[src/rtl/pcie_tx_pkg.sv]
// Shared types and widths for the PCIe TX arbiter slice.
package pcie_tx_pkg;

    localparam int unsigned TX_DATA_W = 64;
    localparam int unsigned TX_KEEP_W = 8;

    // Source-select encoding shared by the FSM and the datapath mux.
    localparam logic [1:0] SEL_NONE = 2'd0;
    localparam logic [1:0] SEL_SRC1 = 2'd1;
    localparam logic [1:0] SEL_SRC2 = 2'd2;

    typedef enum logic [1:0] {
        IDLE = 2'd0,
        GNT1 = 2'd1,
        GNT2 = 2'd2
    } tx_arb_state_t;

    // Map an arbiter state onto the mux select it implies.
    function automatic logic [1:0] state_to_sel(input tx_arb_state_t st);
        case (st)
            GNT1:    return SEL_SRC1;
            GNT2:    return SEL_SRC2;
            default: return SEL_NONE;
        endcase
    endfunction

endpackage

[src/rtl/pcie_tx_mux2.sv]
// Combinational 2:1 AXI-Stream mux between the two TLP sources and the core.
module pcie_tx_mux2
    import pcie_tx_pkg::*;
(
    input  logic [1:0]           i_sel,
    input  logic                 i_core_tready,
    input  logic [TX_DATA_W-1:0] i_src1_tdata,
    input  logic [TX_KEEP_W-1:0] i_src1_tkeep,
    input  logic                 i_src1_tlast,
    input  logic                 i_src1_tvalid,
    input  logic                 i_src1_dsc,
    input  logic [TX_DATA_W-1:0] i_src2_tdata,
    input  logic [TX_KEEP_W-1:0] i_src2_tkeep,
    input  logic                 i_src2_tlast,
    input  logic                 i_src2_tvalid,
    input  logic                 i_src2_dsc,
    output logic [TX_DATA_W-1:0] o_core_tdata,
    output logic [TX_KEEP_W-1:0] o_core_tkeep,
    output logic                 o_core_tlast,
    output logic                 o_core_tvalid,
    output logic                 o_core_dsc,
    output logic                 o_src1_tready,
    output logic                 o_src2_tready
);

    logic w_is_src2;
    logic w_gnt1;
    logic w_gnt2;

    assign w_is_src2 = (i_sel == SEL_SRC2);
    assign w_gnt1    = (i_sel == SEL_SRC1);
    assign w_gnt2    = (i_sel == SEL_SRC2);

    // Payload follows sel unconditionally; only valid/ready are gated by the grant.
    always_comb begin
        o_core_tdata  = w_is_src2 ? i_src2_tdata : i_src1_tdata;
        o_core_tkeep  = w_is_src2 ? i_src2_tkeep : i_src1_tkeep;
        o_core_tlast  = w_is_src2 ? i_src2_tlast : i_src1_tlast;
        o_core_dsc    = w_is_src2 ? i_src2_dsc   : i_src1_dsc;
        o_core_tvalid = (w_gnt1 & i_src1_tvalid) | (w_gnt2 & i_src2_tvalid);
        o_src1_tready = w_gnt1 & i_core_tready;
        o_src2_tready = w_gnt2 & i_core_tready;
    end

endmodule

[src/rtl/pcie_tx_arbiter.sv]
// Packet-boundary round-robin arbiter sharing the PCIe core TX stream between two sources.
module pcie_tx_arbiter
    import pcie_tx_pkg::*;
#(
    parameter int unsigned GRANT_TIMEOUT = 16
)
(
    input  logic                 clk,
    input  logic                 sys_rst,
    input  logic                 s_axis_tx_tready,
    output logic [TX_DATA_W-1:0] s_axis_tx_tdata,
    output logic [TX_KEEP_W-1:0] s_axis_tx_tkeep,
    output logic                 s_axis_tx_tlast,
    output logic                 s_axis_tx_tvalid,
    output logic                 tx_src_dsc,
    input  logic                 s_axis_tx1_req,
    output logic                 s_axis_tx1_ack,
    output logic                 s_axis_tx1_tready,
    input  logic [TX_DATA_W-1:0] s_axis_tx1_tdata,
    input  logic [TX_KEEP_W-1:0] s_axis_tx1_tkeep,
    input  logic                 s_axis_tx1_tlast,
    input  logic                 s_axis_tx1_tvalid,
    input  logic                 tx1_src_dsc,
    input  logic                 s_axis_tx2_req,
    output logic                 s_axis_tx2_ack,
    output logic                 s_axis_tx2_tready,
    input  logic [TX_DATA_W-1:0] s_axis_tx2_tdata,
    input  logic [TX_KEEP_W-1:0] s_axis_tx2_tkeep,
    input  logic                 s_axis_tx2_tlast,
    input  logic                 s_axis_tx2_tvalid,
    input  logic                 tx2_src_dsc,
    output logic                 arb_busy
);

    // Width guarded so a disabled timeout still yields a legal 1-bit counter.
    localparam int unsigned     CNT_W  = (GRANT_TIMEOUT > 0) ? $clog2(GRANT_TIMEOUT + 1) : 1;
    localparam logic [CNT_W-1:0] TO_VAL = CNT_W'(GRANT_TIMEOUT);

    tx_arb_state_t    r_state;
    tx_arb_state_t    w_state_nxt;
    logic             r_last_gnt2;     // 1: source 2 was granted last
    logic             w_last_gnt2_nxt;
    logic [CNT_W-1:0] r_idle_cnt;
    logic [CNT_W-1:0] w_cnt_inc;
    logic             r_beat_seen;
    logic [1:0]       w_sel;
    logic             w_accept;
    logic             w_pkt_end;
    logic             w_timeout;

    assign w_sel     = state_to_sel(r_state);
    assign w_accept  = s_axis_tx_tvalid & s_axis_tx_tready;
    assign w_pkt_end = w_accept & (s_axis_tx_tlast | tx_src_dsc);
    assign w_cnt_inc = r_idle_cnt + CNT_W'(1);
    assign w_timeout = (GRANT_TIMEOUT != 0) && (r_state != IDLE) && !r_beat_seen &&
                       !w_accept && (w_cnt_inc == TO_VAL);

    assign s_axis_tx1_ack = (r_state == GNT1);
    assign s_axis_tx2_ack = (r_state == GNT2);
    assign arb_busy       = (r_state != IDLE);

    pcie_tx_mux2 u_mux (
        .i_sel         (w_sel),
        .i_core_tready (s_axis_tx_tready),
        .i_src1_tdata  (s_axis_tx1_tdata),
        .i_src1_tkeep  (s_axis_tx1_tkeep),
        .i_src1_tlast  (s_axis_tx1_tlast),
        .i_src1_tvalid (s_axis_tx1_tvalid),
        .i_src1_dsc    (tx1_src_dsc),
        .i_src2_tdata  (s_axis_tx2_tdata),
        .i_src2_tkeep  (s_axis_tx2_tkeep),
        .i_src2_tlast  (s_axis_tx2_tlast),
        .i_src2_tvalid (s_axis_tx2_tvalid),
        .i_src2_dsc    (tx2_src_dsc),
        .o_core_tdata  (s_axis_tx_tdata),
        .o_core_tkeep  (s_axis_tx_tkeep),
        .o_core_tlast  (s_axis_tx_tlast),
        .o_core_tvalid (s_axis_tx_tvalid),
        .o_core_dsc    (tx_src_dsc),
        .o_src1_tready (s_axis_tx1_tready),
        .o_src2_tready (s_axis_tx2_tready)
    );

    // Next-state: round-robin pick in IDLE, release on packet end or grant timeout.
    always_comb begin
        w_state_nxt     = r_state;
        w_last_gnt2_nxt = r_last_gnt2;
        case (r_state)
            IDLE: begin
                if (s_axis_tx1_req && s_axis_tx2_req) begin
                    w_state_nxt = r_last_gnt2 ? GNT1 : GNT2;
                end else if (s_axis_tx1_req) begin
                    w_state_nxt = GNT1;
                end else if (s_axis_tx2_req) begin
                    w_state_nxt = GNT2;
                end
            end
            GNT1, GNT2: begin
                if (w_pkt_end || w_timeout) begin
                    w_state_nxt     = IDLE;
                    w_last_gnt2_nxt = (r_state == GNT2);
                end
            end
            default: w_state_nxt = IDLE;
        endcase
    end

    // State, round-robin history and pre-first-beat wait counter.
    always_ff @(posedge clk) begin
        if (sys_rst) begin
            r_state     <= IDLE;
            r_last_gnt2 <= 1'b1;
            r_idle_cnt  <= '0;
            r_beat_seen <= 1'b0;
        end else begin
            r_state     <= w_state_nxt;
            r_last_gnt2 <= w_last_gnt2_nxt;
            if (r_state == IDLE) begin
                r_idle_cnt  <= '0;
                r_beat_seen <= 1'b0;
            end else if (w_accept) begin
                r_beat_seen <= 1'b1;
            end else if (!r_beat_seen && (GRANT_TIMEOUT != 0)) begin
                r_idle_cnt <= w_cnt_inc;
            end
        end
    end

endmodule

[config.mk]
export PLATFORM = sky130hd
export DESIGN_NAME = pcie_tx_arbiter
export DESIGN_NICKNAME = d
export VERILOG_FILES = /design/src/rtl/pcie_tx_pkg.sv /design/src/rtl/pcie_tx_mux2.sv /design/src/rtl/pcie_tx_arbiter.sv
export SDC_FILE = /design/constraint.sdc
export NUM_CORES = 1
export LEC_CHECK = 0
export CAP_MARGIN = 10
export CORE_AREA = 2 2 92 94
export CTS_CLUSTER_SIZE = 10
export DETAILED_ROUTE_END_ITERATION = 12
export DIE_AREA = 0 0 94 96
export GPL_TIMING_DRIVEN = 1
export PLACE_DENSITY = 0.69
export SYNTH_ARGS = -nofsm -noshare
export SYNTH_HDL_FRONTEND = slang
export SYNTH_HIERARCHICAL = 1
export SYNTH_SLANG_ARGS = --single-unit
[constraint.sdc]
create_clock -name clk -period 3.9 [get_ports clk]
set_input_delay 1.17 -clock clk [delete_from_list [all_inputs] [get_ports clk]]
set_output_delay 1.17 -clock clk [all_outputs]
set_load 0.03 [all_outputs]
==> results of run 1 <==
## cell families after synthesis
| group | Yosys count |
|---|---|
| fa+ha+maj | 5 |
| mux | 78 |
| simple gates | 30 |
| xor+xnor | 5 |
| compound gates | 10 |
| flops | 9 |
| buf+inv | 13 |
## final cells by class
cell class                 instances  share of cell area, %
clock buffer                       4                  1.097
timing repair buffer             237                  57.85
tap                              105                  3.200
sequential                         9                  4.389
multi-input combinational        128                  33.10
inverter                           4                 0.3657
## Yosys cell counts (all sizes together), types with 2 or more instances
library cell and n:
inv 4, nand3 2, nor2b 3, xor2 3, nand4 2, xnor2 2, ha 5, nor2 13
mux2i 3, nand2 4, buf 8, mux2 75, a21oi 3, dfxtp 9
## metal layers
| layer | up-vias | routed length [um] | global-route usage, % |
|---|---|---|---|
| li1 | 1010 | - | - |
| met3 | 11 | 609 | 2.897 |
| met5 | - | 0 | 0 |
| met4 | 0 | 131 | 5.072 |
| met1 | 950 | 3177 | 19.44 |
| met2 | 92 | 4070 | 27.20 |
## power groups by stage
stage                     registers, mW  clock network [mW]  logic, mW
after floorplan                   0.114                   0      0.889
after global placement            0.115                   0       1.38
after detailed placement          0.115                   0       1.39
after CTS                         0.114               0.114       1.40
after global routing              0.114               0.118       1.45
final                             0.114               0.109       1.39
## worst min path at each step
stage	slack, ns	end
5_1_grt	0.55	r_last_gnt2
3_3_place_gp	0.51	r_last_gnt2
6_report	0.52	r_last_gnt2
3_5_place_dp	0.51	r_last_gnt2
4_1_cts	0.52	r_last_gnt2
2_1_floorplan	0.48	r_last_gnt2
## registers in the layout (all words and copies together), names as in the netlist
name,count
r_last_gnt2,1
r_idle_cnt,5
r_beat_seen,1
r_state,2
## stage by stage
stage / utilization, % / cell area, um2 / std cells / worst slack (ns) / hold slack (ns)
final: 50.99 / 4105 / 487 / 0.1614 / 0.5179
after global routing: 50.99 / 4105 / 487 / 0.04134 / 0.5531
after CTS: 50.99 / 4105 / 487 / 0.1580 / 0.5216
after detailed placement: 50.43 / 4060 / 483 / 0.1659 / 0.5138
after global placement: 50.43 / 4060 / 483 / 0.1728 / 0.5055
after floorplan: - / 1672 / 150 / 0.8938 / 0.4759
## worst register-to-register path: stages (launching register included)
cell and delay, ns:
sky130_fd_sc_hd__dfxtp_1 0.32, sky130_fd_sc_hd__inv_1 0.08, sky130_fd_sc_hd__ha_1 0.29, sky130_fd_sc_hd__nor2b_4 0.17, sky130_fd_sc_hd__buf_12 0.21, sky130_fd_sc_hd__o2bb2ai_1 0.20
sky130_fd_sc_hd__buf_4 0.14, sky130_fd_sc_hd__a21oi_1 0.55, sky130_fd_sc_hd__a311oi_1 0.19, sky130_fd_sc_hd__a31o_1 0.26, sky130_fd_sc_hd__a21oi_2 0.14, sky130_fd_sc_hd__mux2_1 0.33
==> flow_metrics.env, run 1 <==
export IMPL_floorplan_initialDensity_pct=20.76
export IMPL_area_share_of_and_or_nand_nor_cells_after_synthesis_pct=9.581
export IMPL_routabilityCongestion=0.7257
export IMPL_clock_tree_buffer_depth=2
export IMPL_setup_repair_after_global_routing_missed_its_margin="no"
export IMPL_firstDrtPassIters=5
export IMPL_synth_top_family_by_area="multiplexers"
export IMPL_classification_of_the_worst_setup_path="in -> out"
export IMPL_outcome="completed"
export IMPL_hold_depth=2
export IMPL_synth_compound_area_share_pct=4.491
export IMPL_synth_yosys_warnings=6
export IMPL_post_synthesis_share_of_cell_area_spent_on_full_adders_half_adders_and_majority_gates_pct=3.743
export IMPL_num_fill_cells=775
export IMPL_fin_crit_ns=3.739
export IMPL_htree_num_levels=1
export IMPL_dominantRegCellSynth="sky130_fd_sc_hd__dfxtp_1"
export IMPL_r2r_worst_path_cells=11
export IMPL_setup_viol=0
export IMPL_core_area_mm2=0.008051
export IMPL_wire_per_inst_um=16.40
export IMPL_accumulated_negative_setup_slack_ns=0
export IMPL_synth_sequential_area_ratio_pct=10.78
export IMPL_detail_route_wirelength_um=7989
export IMPL_ys_seq_elements=9
export IMPL_dp_hpwl_um=6877
export IMPL_cts_hold_fix_buffers=0
export IMPL_io_pin_count=235
export IMPL_timing_critical_path_max_delay_family="buffers and inverters"
export IMPL_syn_mean_instance_area_um2=11.14
export IMPL_path_buf_inv=2
export IMPL_slew_violations=0
export IMPL_timing_critical_path_from="s_axis_tx1_tvalid"
export IMPL_worst_r2r_startpoint="r_state[0]"
export IMPL_xor_and_xnor_area_share_after_synthesis_pct=2.620
export IMPL_most_frequent_standard_cell_in_the_layout_excluding_fill_and_tap_cells="sky130_fd_sc_hd__clkdlybuf4s50_1"
export IMPL_cp_num_cells=4
export IMPL_max_slew_worst_pin_slew_ns=0.6727
export IMPL_yosys_top_cell_area_share_pct=34.13
export IMPL_cts_buffers=3
export IMPL_post_cts_resized=0
export IMPL_route_detailed_vias_per_inst=4.236
export IMPL_fin_worst_skew_ns=0.001933
export IMPL_post_synth_top_area_cell="sky130_fd_sc_hd__mux2_4"
export IMPL_report_final_hold_viol_count=0
export IMPL_data_required_critical_path_ns=2.73
export IMPL_p_sw_uw=725.2
export IMPL_post_cts_setup_repair_buffer_count=0
export IMPL_die_x_um=94
export IMPL_clock_sink_count=9
export IMPL_min_from="r_last_gnt2"
export IMPL_final_power_mw=1.608
export IMPL_crit_end="s_axis_tx_tvalid"
export IMPL_area_growth_synth_to_final_pct=145.6
export IMPL_critical_path_cell_chain="clkdlybuf4s50_1, nand2_1, o2bb2ai_1, clkdlybuf4s50_1"
export IMPL_hold_removal_path_class="reg -> reg"
export IMPL_synth_distinct_cells=35
export IMPL_worst_setup_path_start_kind="input port"
export IMPL_cts_clock_pin_slew_for_the_worst_setup_and_hold_paths_ns=0.04
export IMPL_gr_total_overflow=0
export IMPL_p_leak_nw=1.602
export IMPL_rrSetupSlack_ns=0.92
export IMPL_placement_io_buffers=234
export IMPL_placementRows=33
export IMPL_antenna_diode_count=0
export IMPL_gr_usage_all_layers_pct=15.62
export IMPL_asyncSetResetFlopFracSynth_pct=0
export IMPL_most_frequent_cells_in_the_layout="sky130_fd_sc_hd__clkdlybuf4s50_1 (233), sky130_fd_sc_hd__mux2_4 (38), sky130_fd_sc_hd__mux2_2 (36)"
export IMPL_worst_slew_margin_rel_pct=55.15
export IMPL_drc_errors=0
export IMPL_synth_area_mm2=0.001672
export IMPL_final_worst_path_period_share_pct=95.86
export IMPL_yosys_top_cells_area="sky130_fd_sc_hd__mux2_4 (34%), sky130_fd_sc_hd__mux2_2 (24%), sky130_fd_sc_hd__dfxtp_1 (11%)"
export IMPL_overall_die_area_mm2=0.009024
export IMPL_power_per_cell_area_mw_per_mm2=391.8
export IMPL_worstSkewPairLatency_ns=0.24
export IMPL_multi_input_comb_area_mm2=0.001359
export IMPL_max_freq_mhz=267.5
export IMPL_antenna_found_initial=0
export IMPL_cts_root_buf="sky130_fd_sc_hd__clkbuf_8"
export IMPL_power_share_clock_pct=6.8
export IMPL_antenna_left=0
export IMPL_grt_max_degree=52
export IMPL_max_cap_violations=0
export IMPL_layout_area_seq_um2=180.2
export IMPL_netSwitchingFraction_pct=45.08
export IMPL_final_layout_size_suffix_gt1_share_pct=22.25
export IMPL_critPathCaptureType="primary output"
export IMPL_max_stage_delay_ns=0.70
export IMPL_grt_first_pass_wirelength_um=10850
export IMPL_worstReg2RegEnd="r_state[1]"
export IMPL_vdd_drop_max_v=0.0002520
export IMPL_critical_path_slowest_cell="sky130_fd_sc_hd__clkdlybuf4s50_1"
export IMPL_p_comb_share_pct=86.1
export IMPL_syn_instance_count=150
export IMPL_synth_enable_flop_cells=0
export IMPL_share_seq_of_total_power_pct=7.1
export IMPL_design_final_nets=543
export IMPL_chipHeight_um=96
export IMPL_crit_top_cell="sky130_fd_sc_hd__clkdlybuf4s50_1"
export IMPL_synth_mux_area_share_pct=60.85
export IMPL_grt_pass1_vias=1942
export IMPL_routed_via_count=2063
export IMPL_worstPathMaxFanout=2
export IMPL_internal_power_uw=883.3
export IMPL_cts_tree="built"
export IMPL_critical_path_arrival_ns=2.57
export IMPL_first_iteration_detailed_routing_drc_count=26
export IMPL_synth_nets=310
No activity file was read; power rests on OpenSTA's default activity.
==> run 2, diff against run 1 <==
--- a/config.mk
+++ b/config.mk
@@ -12,6 +12,7 @@
 export DIE_AREA = 0 0 94 96
 export GPL_TIMING_DRIVEN = 1
 export PLACE_DENSITY = 0.69
+export RECOVER_POWER = 50
 export SYNTH_ARGS = -nofsm -noshare
 export SYNTH_HDL_FRONTEND = slang
 export SYNTH_HIERARCHICAL = 1
==> run 2 against run 1 <==
Effect of this change:
- total power decreased by 2.1%
- combinational power decreased by 3%
- register-to-register slack got worse by 0.06 ns
- via count increased by 0.24%
- cell count unchanged
- critical endpoint unchanged
==> flow_metrics.env, run 2 (synthesis gave the netlist of run 1 again) <==
export IMPL_outcome="completed"
export IMPL_fin_crit_ns=3.809
export IMPL_classification_of_the_worst_setup_path="in -> out"
export IMPL_maxUsedRoutingLayer="met4"
export IMPL_final_worst_path_period_share_pct=97.68
export IMPL_drc_errors=0
export IMPL_critical_path_cell_chain="dlygate4sd3_1, nand2_1, o2bb2ai_1, clkdlybuf4s50_1"
export IMPL_met2WireLength_um=4069
export IMPL_core_area_mm2=0.008051
export IMPL_critPathCaptureType="primary output"
export IMPL_grt_pass1_vias=1942
export IMPL_placement_io_buffers=234
export IMPL_antenna_left=0
export IMPL_most_frequent_standard_cell_in_the_layout_excluding_fill_and_tap_cells="sky130_fd_sc_hd__clkdlybuf4s50_1"
export IMPL_post_cts_resized=0
export IMPL_report_final_hold_viol_count=0
export IMPL_slew_violations=0
export IMPL_io_pin_count=235
export IMPL_final_layout_size_suffix_gt1_share_pct=21.99
export IMPL_fin_worst_skew_ns=0.001196
export IMPL_setup_viol=0
export IMPL_chipHeight_um=96
export IMPL_worst_setup_path_start_kind="input port"
export IMPL_accumulated_negative_setup_slack_ns=0
export IMPL_cts_clock_pin_slew_for_the_worst_setup_and_hold_paths_ns=0.04
export IMPL_data_required_critical_path_ns=2.73
export IMPL_max_slew_worst_pin_slew_ns=0.6665
export IMPL_cts_hold_fix_buffers=0
export IMPL_worstReg2RegEnd="r_state[1]"
export IMPL_wire_per_inst_um=16.40
export IMPL_hold_depth=2
export IMPL_cts_root_buf="sky130_fd_sc_hd__clkbuf_8"
export IMPL_r2r_worst_path_cells=11
export IMPL_final_power_mw=1.574
export IMPL_most_frequent_cells_in_the_layout="sky130_fd_sc_hd__clkdlybuf4s50_1 (200), sky130_fd_sc_hd__mux2_4 (38), sky130_fd_sc_hd__mux2_2 (36)"
export IMPL_p_leak_nw=1.622
export IMPL_routabilityCongestion=0.7257
export IMPL_vdd_drop_max_v=0.0002429
export IMPL_timing_critical_path_max_delay_family="buffers and inverters"
export IMPL_whs_endpoint="r_last_gnt2"
export IMPL_antenna_diode_count=0
export IMPL_gr_usage_all_layers_pct=15.62
export IMPL_worst_slew_margin_rel_pct=55.57
export IMPL_die_x_um=94
export IMPL_reg_top3="r_idle_cnt x5, r_state x2"
export IMPL_cts_buffers=3
export IMPL_grt_max_degree=52
export IMPL_worstSkewPairLatency_ns=0.23
export IMPL_max_cap_violations=0
export IMPL_routed_via_count=2068
export IMPL_dp_hpwl_um=6877
export IMPL_design_final_nets=543
export IMPL_dr_wl_met3_um=619
export IMPL_firstDrtPassIters=4
export IMPL_setup_repair_after_global_routing_missed_its_margin="no"
export IMPL_worstPathMaxFanout=2
export IMPL_max_freq_mhz=262.5
export IMPL_clock_tree_buffer_depth=2
export IMPL_rrSetupSlack_ns=0.86
export IMPL_placementRows=33
export IMPL_route_layer_met1_wl_um=3167
export IMPL_clock_sink_count=9
export IMPL_htree_num_levels=1
export IMPL_detail_route_wirelength_um=7987
export IMPL_antenna_found_initial=0
export IMPL_max_stage_delay_ns=0.70
export IMPL_most_flop_heavy_register="r_idle_cnt"
export IMPL_power_per_cell_area_mw_per_mm2=383.7
export IMPL_critical_path_arrival_ns=2.64
export IMPL_floorplan_initialDensity_pct=20.76
export IMPL_gr_total_overflow=0
export IMPL_path_buf_inv=2
export IMPL_min_from="r_last_gnt2"
export IMPL_critical_path_slowest_cell="sky130_fd_sc_hd__clkdlybuf4s50_1"
export IMPL_first_iteration_detailed_routing_drc_count=17
export IMPL_worst_r2r_startpoint="r_state[0]"
export IMPL_route_detailed_vias_per_inst=4.246
export IMPL_hold_removal_path_class="reg -> reg"
export IMPL_cts_tree="built"
export IMPL_overall_die_area_mm2=0.009024
export IMPL_area_growth_synth_to_final_pct=145.4
export IMPL_grt_first_pass_wirelength_um=10850
export IMPL_largest_reg_flops=5
export IMPL_post_cts_setup_repair_buffer_count=0
[run 2: cell count changes in the layout (fill, tap and decap cells not counted), sizes merged]
cell           delta
dlygate4sd3      +33
buf               -2
clkdlybuf4s50    -33
clkbuf            +2
[run 2: layer usage]
layer  track usage (%)  up-vias
met1             19.44      956
met2             27.20       92
met5                 0        -
met3             2.897       11
li1                  -     1009
met4             5.072        0
[run 2: where the power goes]
part           switching [mW]  internal (mW)
combinational           0.672          0.679
sequential            0.00955          0.104
clock                  0.0377         0.0713
[run 2: worst register-to-register path, cell delays in order (launching register included)]
cell	delay, ns
sky130_fd_sc_hd__dfxtp_1	0.32
sky130_fd_sc_hd__inv_1	0.08
sky130_fd_sc_hd__ha_1	0.29
sky130_fd_sc_hd__nor2b_4	0.17
sky130_fd_sc_hd__buf_12	0.21
sky130_fd_sc_hd__o2bb2ai_1	0.19
sky130_fd_sc_hd__clkbuf_4	0.15
sky130_fd_sc_hd__a21oi_1	0.54
sky130_fd_sc_hd__a311oi_1	0.19
sky130_fd_sc_hd__a31o_1	0.25
sky130_fd_sc_hd__a21oi_1	0.20
sky130_fd_sc_hd__mux2_1	0.34
[run 2: through the flow]
| step | area, um2 | std cells | utilization (%) | hold WS, ns | setup slack [ns] |
|---|---|---|---|---|---|
| 2_1_floorplan | 1672 | 150 | - | 0.4759 | 0.8938 |
| 3_3_place_gp | 4060 | 483 | 50.43 | 0.5055 | 0.1728 |
| 3_5_place_dp | 4060 | 483 | 50.43 | 0.5138 | 0.1659 |
| 4_1_cts | 4105 | 487 | 50.99 | 0.5216 | 0.1580 |
| 5_1_grt | 4101 | 487 | 50.94 | 0.5531 | 0.03377 |
| 6_report | 4101 | 487 | 50.94 | 0.5241 | 0.09060 |
[run 2: cell type report]
class | instances | area (um2)
fillers | 777 | 3950
multi-input cells | 128 | 1355
repair buffers | 237 | 2375
well taps | 105 | 131.4
clock buffers | 4 | 45.04
inverters | 4 | 15.01
flip-flops and latches | 9 | 180.2
[run 2: how the worst max path moves through the flow]
stage	startpoint	end	slack [ns]	cells past startpoint
final	s_axis_tx1_tvalid	s_axis_tx_tvalid	0.09	4
after CTS	s_axis_tx1_tvalid	s_axis_tx_tvalid	0.16	4
after global placement	s_axis_tx1_tvalid	s_axis_tx_tvalid	0.17	4
after floorplan	s_axis_tx1_tvalid	r_state[1]	0.89	7
after detailed placement	s_axis_tx1_tvalid	s_axis_tx_tvalid	0.17	4
after global routing	s_axis_tx1_tvalid	s_axis_tx_tvalid	0.03	4
